`src/rtl/store_rmw_controller.sv`:
```
// store_rmw_controller: performs a byte/half/word store as a read-modify-write of the
// enclosing 64-bit doubleword; doubleword stores write directly without a read.
//
// Parameters:
//   MEM_LAT     memory read latency in cycles (1..15)
// Ports:
//   clk, reset_n          clock, asynchronous active-low reset
//   start                 store request, sampled only while idle
//   funct3                store size: 0 sb, 1 sh, 2 sw, 3..7 sd
//   addr, store_data      byte address and register value of the store
//   mem_addr              doubleword-aligned memory address (0 while idle)
//   mem_rd / mem_rdata    one-cycle read strobe / read data (MEM_LAT cycles later)
//   mem_wr / mem_wdata    one-cycle write strobe / merged write data
//   busy, done, error     stall, completion pulse, misalignment pulse
//
// Optional feature: define STORE_MISALIGN_CHECK_EN to reject misaligned sh/sw/sd
// requests (one-cycle error pulse, no memory access). Without it, error is tied 0
// and misaligned addresses are truncated to the natural lane.
module store_rmw_controller #(
  parameter int unsigned MEM_LAT = 1
) (
  input  logic        clk,
  input  logic        reset_n,
  input  logic        start,
  input  logic [2:0]  funct3,
  input  logic [63:0] addr,
  input  logic [63:0] store_data,
  output logic [63:0] mem_addr,
  output logic        mem_rd,
  input  logic [63:0] mem_rdata,
  output logic        mem_wr,
  output logic [63:0] mem_wdata,
  output logic        busy,
  output logic        done,
  output logic        error
);

`ifdef STORE_MISALIGN_CHECK_EN
  typedef enum logic [2:0] {IDLE, READ, WAIT, WRITE, DONE, ERR} state_t;
`else
  typedef enum logic [2:0] {IDLE, READ, WAIT, WRITE, DONE} state_t;
`endif

  state_t      state;
  logic [63:0] addr_q;
  logic [2:0]  f3_q;
  logic [63:0] data_q;
  logic [63:0] rdata_q;
  logic [3:0]  cnt_q;

  // Byte lane of the store inside the doubleword; low bits below the access size are dropped.
  function automatic logic [2:0] lane_off(input logic [2:0] f3, input logic [2:0] a);
    case (f3)
      3'd0:    lane_off = a;
      3'd1:    lane_off = {a[2:1], 1'b0};
      3'd2:    lane_off = {a[2], 2'b00};
      default: lane_off = 3'd0;
    endcase
  endfunction

  function automatic int size_bytes(input logic [2:0] f3);
    case (f3)
      3'd0:    size_bytes = 1;
      3'd1:    size_bytes = 2;
      3'd2:    size_bytes = 4;
      default: size_bytes = 8;
    endcase
  endfunction

  function automatic logic [63:0] merge(input logic [63:0] base, input logic [63:0] data,
                                        input logic [2:0] f3, input logic [2:0] a);
    int          off;
    int          sz;
    logic [63:0] r;
    r   = base;
    off = int'(lane_off(f3, a));
    sz  = size_bytes(f3);
    for (int i = 0; i < 8; i++) begin
      if (i >= off && i < off + sz) r[i*8 +: 8] = data[(i-off)*8 +: 8];
    end
    return r;
  endfunction

`ifdef STORE_MISALIGN_CHECK_EN
  function automatic logic misaligned(input logic [2:0] f3, input logic [2:0] a);
    case (f3)
      3'd0:    misaligned = 1'b0;
      3'd1:    misaligned = a[0];
      3'd2:    misaligned = |a[1:0];
      default: misaligned = |a;
    endcase
  endfunction
`endif

  always_ff @(posedge clk or negedge reset_n) begin
    if (!reset_n) begin
      state   <= IDLE;
      addr_q  <= '0;
      f3_q    <= '0;
      data_q  <= '0;
      rdata_q <= '0;
      cnt_q   <= '0;
      mem_rd  <= 1'b0;
      mem_wr  <= 1'b0;
      busy    <= 1'b0;
      done    <= 1'b0;
      error   <= 1'b0;
    end else begin
      mem_rd <= 1'b0;
      mem_wr <= 1'b0;
      done   <= 1'b0;
      error  <= 1'b0;
      case (state)
        IDLE: begin
          if (start) begin
            addr_q <= addr;
            f3_q   <= funct3;
            data_q <= store_data;
            busy   <= 1'b1;
`ifdef STORE_MISALIGN_CHECK_EN
            if (misaligned(funct3, addr[2:0])) begin
              state <= ERR;
              error <= 1'b1;
            end else
`endif
            if (funct3 >= 3'd3) begin
              // Full doubleword: nothing to preserve, skip the read.
              state  <= WRITE;
              mem_wr <= 1'b1;
            end else begin
              state  <= READ;
              mem_rd <= 1'b1;
            end
          end
        end
        READ: begin
          state <= WAIT;
          cnt_q <= 4'(MEM_LAT - 1);
        end
        WAIT: begin
          if (cnt_q == 4'd0) begin
            rdata_q <= mem_rdata;
            state   <= WRITE;
            mem_wr  <= 1'b1;
          end else begin
            cnt_q <= cnt_q - 4'd1;
          end
        end
        WRITE: begin
          state <= DONE;
          done  <= 1'b1;
        end
        DONE: begin
          // start is deliberately not looked at here; acceptance resumes in IDLE.
          state <= IDLE;
          busy  <= 1'b0;
        end
`ifdef STORE_MISALIGN_CHECK_EN
        ERR: begin
          state <= IDLE;
          busy  <= 1'b0;
        end
`endif
        default: begin
          state <= IDLE;
          busy  <= 1'b0;
        end
      endcase
    end
  end

  logic addr_active;
  assign addr_active = (state == READ) || (state == WAIT) || (state == WRITE) || (state == DONE);
  assign mem_addr    = addr_active ? {addr_q[63:3], 3'b000} : 64'd0;
  assign mem_wdata   = (f3_q >= 3'd3) ? data_q : merge(rdata_q, data_q, f3_q, addr_q[2:0]);

endmodule

```
`config.mk`:
```
export PLATFORM = sky130hd
export DESIGN_NAME = store_rmw_controller
export DESIGN_NICKNAME = d
export VERILOG_FILES = /design/src/rtl/store_rmw_controller.sv
export SDC_FILE = /design/constraint.sdc
export NUM_CORES = 1
export LEC_CHECK = 0
export CAP_MARGIN = 20
export CORE_MARGIN = 8
export CORE_UTILIZATION = 53
export CTS_CLUSTER_DIAMETER = 30
export DETAILED_ROUTE_END_ITERATION = 6
export GPL_ROUTABILITY_DRIVEN = 0
export GPL_TIMING_DRIVEN = 0
export HOLD_SLACK_MARGIN = 0.1
export PLACE_DENSITY = 0.87
export SYNTH_ARGS = -nofsm -noshare
export SYNTH_HDL_FRONTEND = slang
export SYNTH_SLANG_ARGS = --single-unit
```
`constraint.sdc`:
```
create_clock -name clk -period 10.52 [get_ports clk]
set_clock_uncertainty 0.1 [all_clocks]
set_input_delay 2.63 -clock clk [delete_from_list [all_inputs] [get_ports clk]]
set_output_delay 2.63 -clock clk [all_outputs]
set_load 0.02 [all_outputs]
```
* Word level (Yosys, flattened, before mapping)
Cells that the tools add are included.
Word-level totals: register bits after elaboration 206, bits of input ports 198, logic and storage cells 103
Cells by class: $add $sub $neg 10, $lt $le $gt $ge 17, eq/ne operators 9, shifts and indexed selects 8, multiplexer cells 28, bitwise operators 1, reduce and logical (&&, ||, !) cells 20
Operator list (number):
- $shiftx A64 B7 Y8 | 8
- $lt A4 B32 Y1 const A | 4
- $mux W64 | 2
- $lt A3 B32 Y1 const A | 2
- $mux W8 | 8
- $add A4 B32 Y32 | 1
- $lt A1 B32 Y1 const A | 1
- $lt A2 B32 Y1 const A | 1
- $sub A3 B3 Y4 const A | 4
- $pmux W3 S4 | 1
- $pmux W4 S3 | 1
- $reduce_and A2 Y1 | 5
- $eq A3 B2 Y1 const B | 3
- $ge A3 B3 Y1 const A | 3
- $pmux W3 S3 | 1
- $mux W1 | 8
- $pmux W4 S2 | 1
- $sub A1 B3 Y4 const A | 2
- $sub A2 B3 Y4 const A | 2
- $logic_and A1 B1 Y1 | 7
- $eq A3 B1 Y1 const B | 2
- $ge A1 B3 Y1 const A | 2
- $ge A2 B3 Y1 const A | 2
- $ge A3 B2 Y1 const B | 2
- 13 further kinds | 20

* Logic depth before layout (Yosys ltp)
depth after elaboration 7, gate-level depth with buffers 14

* Worst setup path after synthesis
No wires, ideal clock.
path type register to output, from register f3_q[1], to output mem_wdata[22], data arrival time 3.408 ns, required time 7.790 ns, path slack 4.382 ns, cell stages (with the launch flop) 15, path buffers 6, cells stage by stage dfrtp_1 -> buf_6 -> nor4b_4 -> buf_6 -> buf_4 -> buf_4 -> ha_1 -> inv_1 -> ha_1 -> or2_2 -> buf_1 -> clkbuf_1 -> o22ai_1 -> or4_1 -> mux2i_1
On the way: cells in the longest elaborated chain, start to end 7
RTL lines:
- start, declared | line 46 | logic [2:0] f3_q;
- start signal, assigned | line 117 | f3_q <= funct3;
- $eq A3 B2 Y1, or another cell as far along | line 53, 62
- $pmux W3 S3 or $pmux W4 S3 (tied branches) | line 53, 62
- $add A4 B32 Y32 | line 79 | if (i >= off && i < off + sz) r[i*8 +: 8] = data[(i-off)*8 +: 8];
- $lt A3 B32 Y1 | line 79
- $logic_and A1 B1 Y1 | line 79
- $mux W8 | line 79
- $mux W64 (*) | line 175 | assign mem_wdata = (f3_q >= 3'd3) ? data_q : merge(rdata_q, data_q, f3_q, addr_q[2:0]);
- end, declared | line 32 | output logic [63:0] mem_wdata,
Mark *: on every way between the ends. The rest lies on a longest branch, timed or not.

* Final worst setup path
from register f3_q[2], to output mem_wdata[39]
On the way: cells in the longest elaborated chain, start to end 7
RTL lines (line):
- $eq A3 B2 Y1, or another cell as far along | 53, 62
- $pmux W3 S3 or $pmux W4 S3 (tied branches) | 53, 62
- $add A4 B32 Y32 | 79
- $lt A4 B32 Y1 | 79
- $logic_and A1 B1 Y1 | 79
- $mux W8 | 79
- $mux W64 (*) | 175
Marked as above.

==> flow_metrics.env <==
export IMPL_wire_per_inst_um=24.5
export IMPL_drive_gt1_share_pct=15.3
export IMPL_clock_path_buffers=3
export IMPL_finalCritPeriodShare_pct=78.5
export IMPL_fp_dieW_um=167
export IMPL_synth_top_family_by_area="multiplexers"
export IMPL_synth_area_leader_cell="dfrtp_1"
export IMPL_clock_root_buffer="clkbuf_16"
export IMPL_synth_area_um2=12100
export IMPL_fmax_mhz=121
export IMPL_crit_path_top_delay_cell="clkdlybuf4s50_1"
export IMPL_area_growth_syn_to_layout_pct=43.9
export IMPL_cpLargestDelayFamily="buffers and inverters"
export IMPL_port_buffer_count=326
export IMPL_synth_edff_count=0
export IMPL_peakVddDrop_uv=359
export IMPL_outcome="finished with violations"
export IMPL_timing_final_ws_setup_ps=2260
export IMPL_violations="DRC"
export IMPL_ys_seq_elements=206
export IMPL_internal_power_w=0.00423
export IMPL_cts_made_buffers=46
export IMPL_met1_usage_pct=39.1
export IMPL_htree_levels=2
export IMPL_ys_flop_type="dfrtp_1"
export IMPL_ant_nets=0
export IMPL_met3_usage_pct=13.2
export IMPL_use_met2_pct=53.0
export IMPL_leakage_nw=7.62
export IMPL_ys_warn_count=0
export IMPL_layout_common_cells="409 x nand2_1, 325 x clkdlybuf4s50_1, 206 x dfrtp_1, 104 x mux2_2, 80 x mux2i_1"
export IMPL_r2r_end="rdata_q[29]"
export IMPL_grt_max_degree=105
export IMPL_yosys_area_share_xor_xnor_pct=0.363
export IMPL_r2r_cells=6
export IMPL_coreArea_um2=22500
export IMPL_cp_slowest_stage_delay_ps=630
export IMPL_crit_chain="buf_2, nor3b_2, buf_4, buf_4, buf_4, inv_1, ha_1, ha_1, clkbuf_1, clkbuf_1, nor3_1, nor4b_1, a221o_1, clkdlybuf4s50_1"
export IMPL_r2r_start="state[2]"
export IMPL_grt_usage_pct=33.7
export IMPL_grt_busiest_layer="met2"
export IMPL_wl_mm=48.2
export IMPL_hold_buffers=0
export IMPL_clkPwrFrac_pct=18.9
export IMPL_netlist_area_leader_share_pct=42.8
export IMPL_layout_commonest_cell="nand2_1"
export IMPL_synth_compound_area_share_pct=7.38
export IMPL_gr_total_overflow=0
export IMPL_dr_pass1_iters=7
export IMPL_grt_pass1_vias=12855
export IMPL_crit_path_frequent_cell="buf_4"
export IMPL_synthCells=1262
export IMPL_yosys_area_share_adder_pct=1.62
export IMPL_p_sw_w=0.00358
export IMPL_post_route_drc_count=23
export IMPL_avgSynthCellArea_um2=9.55
export IMPL_power_frac_seq_pct=20.9
export IMPL_cp_start_kind="flop"
export IMPL_worstSkewPairLatency_ps=540
export IMPL_pin_count=331
export IMPL_clkTransAtPathRegs_ps=50
export IMPL_die_y_um=167
export IMPL_cts_resized=0
export IMPL_synth_area_leaders="dfrtp_1 43%, nand2_1 13%, mux2_2 9.7%, mux2i_1 6.6%, mux4_2 6.0%"
export IMPL_cts_tree="built"
export IMPL_antenna_found_initial=3
export IMPL_nFillCells=1452
export IMPL_hold_class="flop to flop"
export IMPL_grt_setup_unrepaired="false"
export IMPL_cp_end_kind="primary output"
export IMPL_drv_cap=0
export IMPL_p_per_area_nw_per_um2=450
export IMPL_whs_path_depth=2
export IMPL_nets=1854
export IMPL_p_sw_share_pct=45.8
export IMPL_layout_min_cycle_time_ps=8260
export IMPL_postCtsSetupBuffers=0
export IMPL_slew_viol_final=0
export IMPL_crit_buf_inv=8
export IMPL_hold_end="addr_q[35]"
export IMPL_start_util_pct=53.6
export IMPL_maxSlewHeadroom_pct=27.4
export IMPL_hold_viol=0
export IMPL_ys_seq_area_share_pct=42.8
export IMPL_synthArstFlopShare_pct=100
export IMPL_dp_hpwl_mm=34.5
export IMPL_hold_start="addr_q[35]"
export IMPL_fin_util_pct=77.1
export IMPL_rows=55
export IMPL_synth_cell_types=51
export IMPL_final_setup_tns_ps=0
export IMPL_crit_type="flop to primary output"
export IMPL_drt_iter0_drc=1750
export IMPL_comb_power_share_pct=60.2
export IMPL_r2r_setup_slack_ps=7650
export IMPL_viasPerCell=6.22
export IMPL_vias=12212
export IMPL_worst_pin_slew_ps=1080
export IMPL_crit_fanout=15
export IMPL_yosys_area_share_simple_pct=21.5
export IMPL_dieArea_um2=27800
export IMPL_worstPathArrival_ps=5530
export IMPL_cp_required_ps=7790
export IMPL_grt_pass1_wl_mm=73.4
export IMPL_place_ws_ps=2970
export IMPL_crit_start="f3_q[2]"
export IMPL_synth_mux_area_share_pct=22.3
export IMPL_setup_violations=0
export IMPL_numClockSinks=206
-- cell families after synthesis --
| family | count (synthesis) |
|---|---|
| AND/OR/NAND/NOR | 590 |
| multiplexers | 216 |
| XOR/XNOR | 5 |
| other | 1 |
| AO/OA/AOI/OAI | 125 |
| flip-flops | 206 |
| buffers and inverters | 104 |
| adder cells (fa/ha/maj) | 15 |
-- through the flow --
stage	cell area, um^2	instances	hold WS, ps	power (W)
after floorplan	12100	1265	336	0.00419
after global placement	15700	1876	349	0.00598
after detailed placement	15700	1878	354	0.00609
after CTS	17300	1963	365	0.00765
after global routing	17400	1964	386	0.00808
final	17400	1964	361	0.00780
-- worst reg2reg max path: cells and delay by family, from the launching register on --
kind / cells / cell delay [ps]
muxes: 1 / 420
and+or+nand+nor: 2 / 300
DFF: 1 / 320
buffers and inverters: 3 / 1610
-- per-layer routing --
layer,part of all wire (%),vias up
li1,-,5133
met2,45,966
met1,35,5778
met3,13,331
met5,0.079,-
met4,6.9,4
-- final cells by class --
cell class	count	area (um^2)	area share, %
Sequential cell	206	5150	29.7
Clock buffer	56	1240	7.14
Clock inverter	29	379	2.19
Buffer	89	423	2.44
Timing Repair Buffer	328	3310	19.1
Multi-Input combinational cell	955	6430	37.1
Tap cell	285	357	2.06
Inverter	15	56.3	0.325
Antenna cell	1	2.50	0.0144
-- sequential cells by signal, indices dropped and copies added (netlist names), 3 cells and up --
register	count
addr_q	64
data_q	64
rdata_q	64
cnt_q	4
f3_q	3
state	3
-- synth_stat cells (2+ instances only) --
cell type,number
a22oi_1,24
clkbuf_1,54
buf_6,4
nor3b_1,4
o21ai_0,29
o21a_1,3
o21ai_2,2
a21o_1,2
mux2_2,104
a21oi_1,7
nor2_1,36
nor4_1,2
nand2_1,409
buf_1,6
o22ai_1,32
nor3_1,16
or4_1,8
mux2i_1,80
a221o_1,16
a21boi_0,2
and2_1,62
buf_4,11
nand2b_1,5
xnor2_1,4
ha_1,14
inv_1,15
nand3_1,29
mux4_2,32
dfrtp_1,206
buf_2,14
and3b_1,2
nor4b_1,9
-- worst max-delay path by stage --
| stage | to | slack (ps) | cells after the start |
|---|---|---|---|
| floorplan | mem_wdata[22] | 4380 | 14 |
| global placement | rdata_q[3] | -1730 | 1 |
| detailed placement | mem_wdata[39] | 2970 | 13 |
| CTS | mem_wdata[39] | 2390 | 13 |
| global route | mem_wdata[39] | 2100 | 13 |
| finish | mem_wdata[39] | 2260 | 14 |
-- power by group through the flow --
| stage | Combinational (W) | Sequential [W] | Clock (W) |
|---|---|---|---|
| 6_report | 0.00470 | 0.00163 | 0.00147 |
| 5_1_grt | 0.00492 | 0.00164 | 0.00152 |
| 4_1_cts | 0.00459 | 0.00158 | 0.00148 |
| 3_5_place_dp | 0.00451 | 0.00158 | 0 |
| 3_3_place_gp | 0.00442 | 0.00156 | 0 |
| 2_1_floorplan | 0.00280 | 0.00139 | 0 |
No activity file was read; power rests on OpenSTA's default activity.
==> patch (config.mk and constraints unchanged) <==
Put a register stage on the outputs `mem_addr` and `mem_wdata`, cleared by the reset. The values now appear one clock later. The other outputs are not delayed to match. Comments in the files are not updated.
--- a/src/rtl/store_rmw_controller.sv
+++ b/src/rtl/store_rmw_controller.sv
@@ -172,6 +172,13 @@
   logic addr_active;
   assign addr_active = (state == READ) || (state == WAIT) || (state == WRITE) || (state == DONE);
-  assign mem_addr    = addr_active ? {addr_q[63:3], 3'b000} : 64'd0;
-  assign mem_wdata   = (f3_q >= 3'd3) ? data_q : merge(rdata_q, data_q, f3_q, addr_q[2:0]);
+  always_ff @(posedge clk or negedge reset_n) begin
+    if (!reset_n) begin
+      mem_addr  <= '0;
+      mem_wdata <= '0;
+    end else begin
+      mem_addr  <= addr_active ? {addr_q[63:3], 3'b000} : 64'd0;
+      mem_wdata <= (f3_q >= 3'd3) ? data_q : merge(rdata_q, data_q, f3_q, addr_q[2:0]);
+    end
+  end
 
 endmodule
Behaviour: not the same (Yosys sat finds a counterexample within 4 cycles, from zero or initial values and one cycle with reset_n low).
==> patch against the original RTL <==
  * The run still ends with design-rule violations left
  * Highest routed layer unchanged
  * Clock power grew 39%
  * Sequential share of layout area grew 8.8 points
  * Sequential cell count grew 125
  * Worst setup slack gained 3.5 ns
  * Design area grew 24%
  * Power grew 8.4%
  * Synthesized cell count grew 10%
  * Maximum frequency grew 74%
  * Utilization shrank 2.3 points
  * Combinational power shrank 17%
  * Routed wire length grew 17%
  * Synthesized area grew 28%
==> patch: results (changes against the original RTL) <==
- Leak: 9.63 nW (+26%)
- Fill cells: 1773 (+22%)
- DR WL/cell: 25.4 um (+3.3%)
- Yosys top cell area share: 53.5% (+11 points)
- Slowest-stage cell, CP: o21ai_1
- Largest net degree at the start of global routing: 126 (+20%)
- Clock buf/inv share: 10.2% (+0.88 points)
- Hpwl dp: 38500 um (+12%)
- Synth unique cells: 54 (+5.9%)
- CP peak stage delay: 0.92 ns (+0.29 ns)
- Combinational power share: 46.3% (-14 points)
- Multi-input logic cell count: 944 (-1.2%)
- Sequential-to-total area share from yosys stat: 53.5% (+11 points)
- Worst Hold Launch: addr_q[36]$_DFFE_PN0P_
- First-pass GRT wire length: 86100 um (+17%)
- Violated checks: design-rule violations
- Flop and latch count out of synthesis: 331 (+61%)
- Worst Tran Pin Value: 1.16 ns (+0.0767 ns)
- VDD IR max: 222 uV (-38%)
- Synth Instances: 1389 (+10%)
- CTS buffer count: 61 (+33%)
- DRC: 3 (-87%)
- Outcome: finished, violations left
- Power, Total: 8.46 mW (+8.4%)
- P_seq: 2.50 mW (+53%)
- DP Area: 19300 um^2 (+23%)
- Final nets: 1996 (+7.7%)
- Area share of fa/ha/maj cells after synthesis: 1.26% (-0.36 points)
- Fin cells: 2226 (+13%)
- Vias in the first global route: 14500 (+13%)
- Number of vias per cell: 6.00 (-3.5%)
- Dpl cells: 2104 (+12%)
- Die area: 34900 um^2 (+26%)
-- patch: cell types whose count changed in the layout (fill, tap and decap cells not counted), sizes merged, moves of 9 or more --
cell    delta
a221o      -9
clkbuf    +15
dfrtp    +125
inv       +22
mux2      -24
mux2i     +16
mux4      +24
nand2     +38
nor2      -15
nor3      -14
nor4b      -9
o211ai    +19
o22ai     -16
-- patch: final timing paths --
path,to,slack [ns]
min in group asynchronous,mem_wdata[22]$_DFF_PN0_,1.96
max in group asynchronous,mem_addr[55]$_DFF_PN0_,7.29
hold / removal,addr_q[36]$_DFFE_PN0P_,0.37
hold reg to reg,addr_q[36]$_DFFE_PN0P_,0.37
setup reg to reg,mem_wdata[33]$_DFF_PN0_,5.76
setup / recovery,mem_wdata[33]$_DFF_PN0_,5.76
-- patch: per-layer routing --
metal	vias to the layer above	routed length, um	global-route usage, %
li1	5558	-	-
met4	16	3630	16.5
met2	1028	26000	51.4
met1	6424	18500	34.7
met5	-	107	0
met3	330	8200	16.3
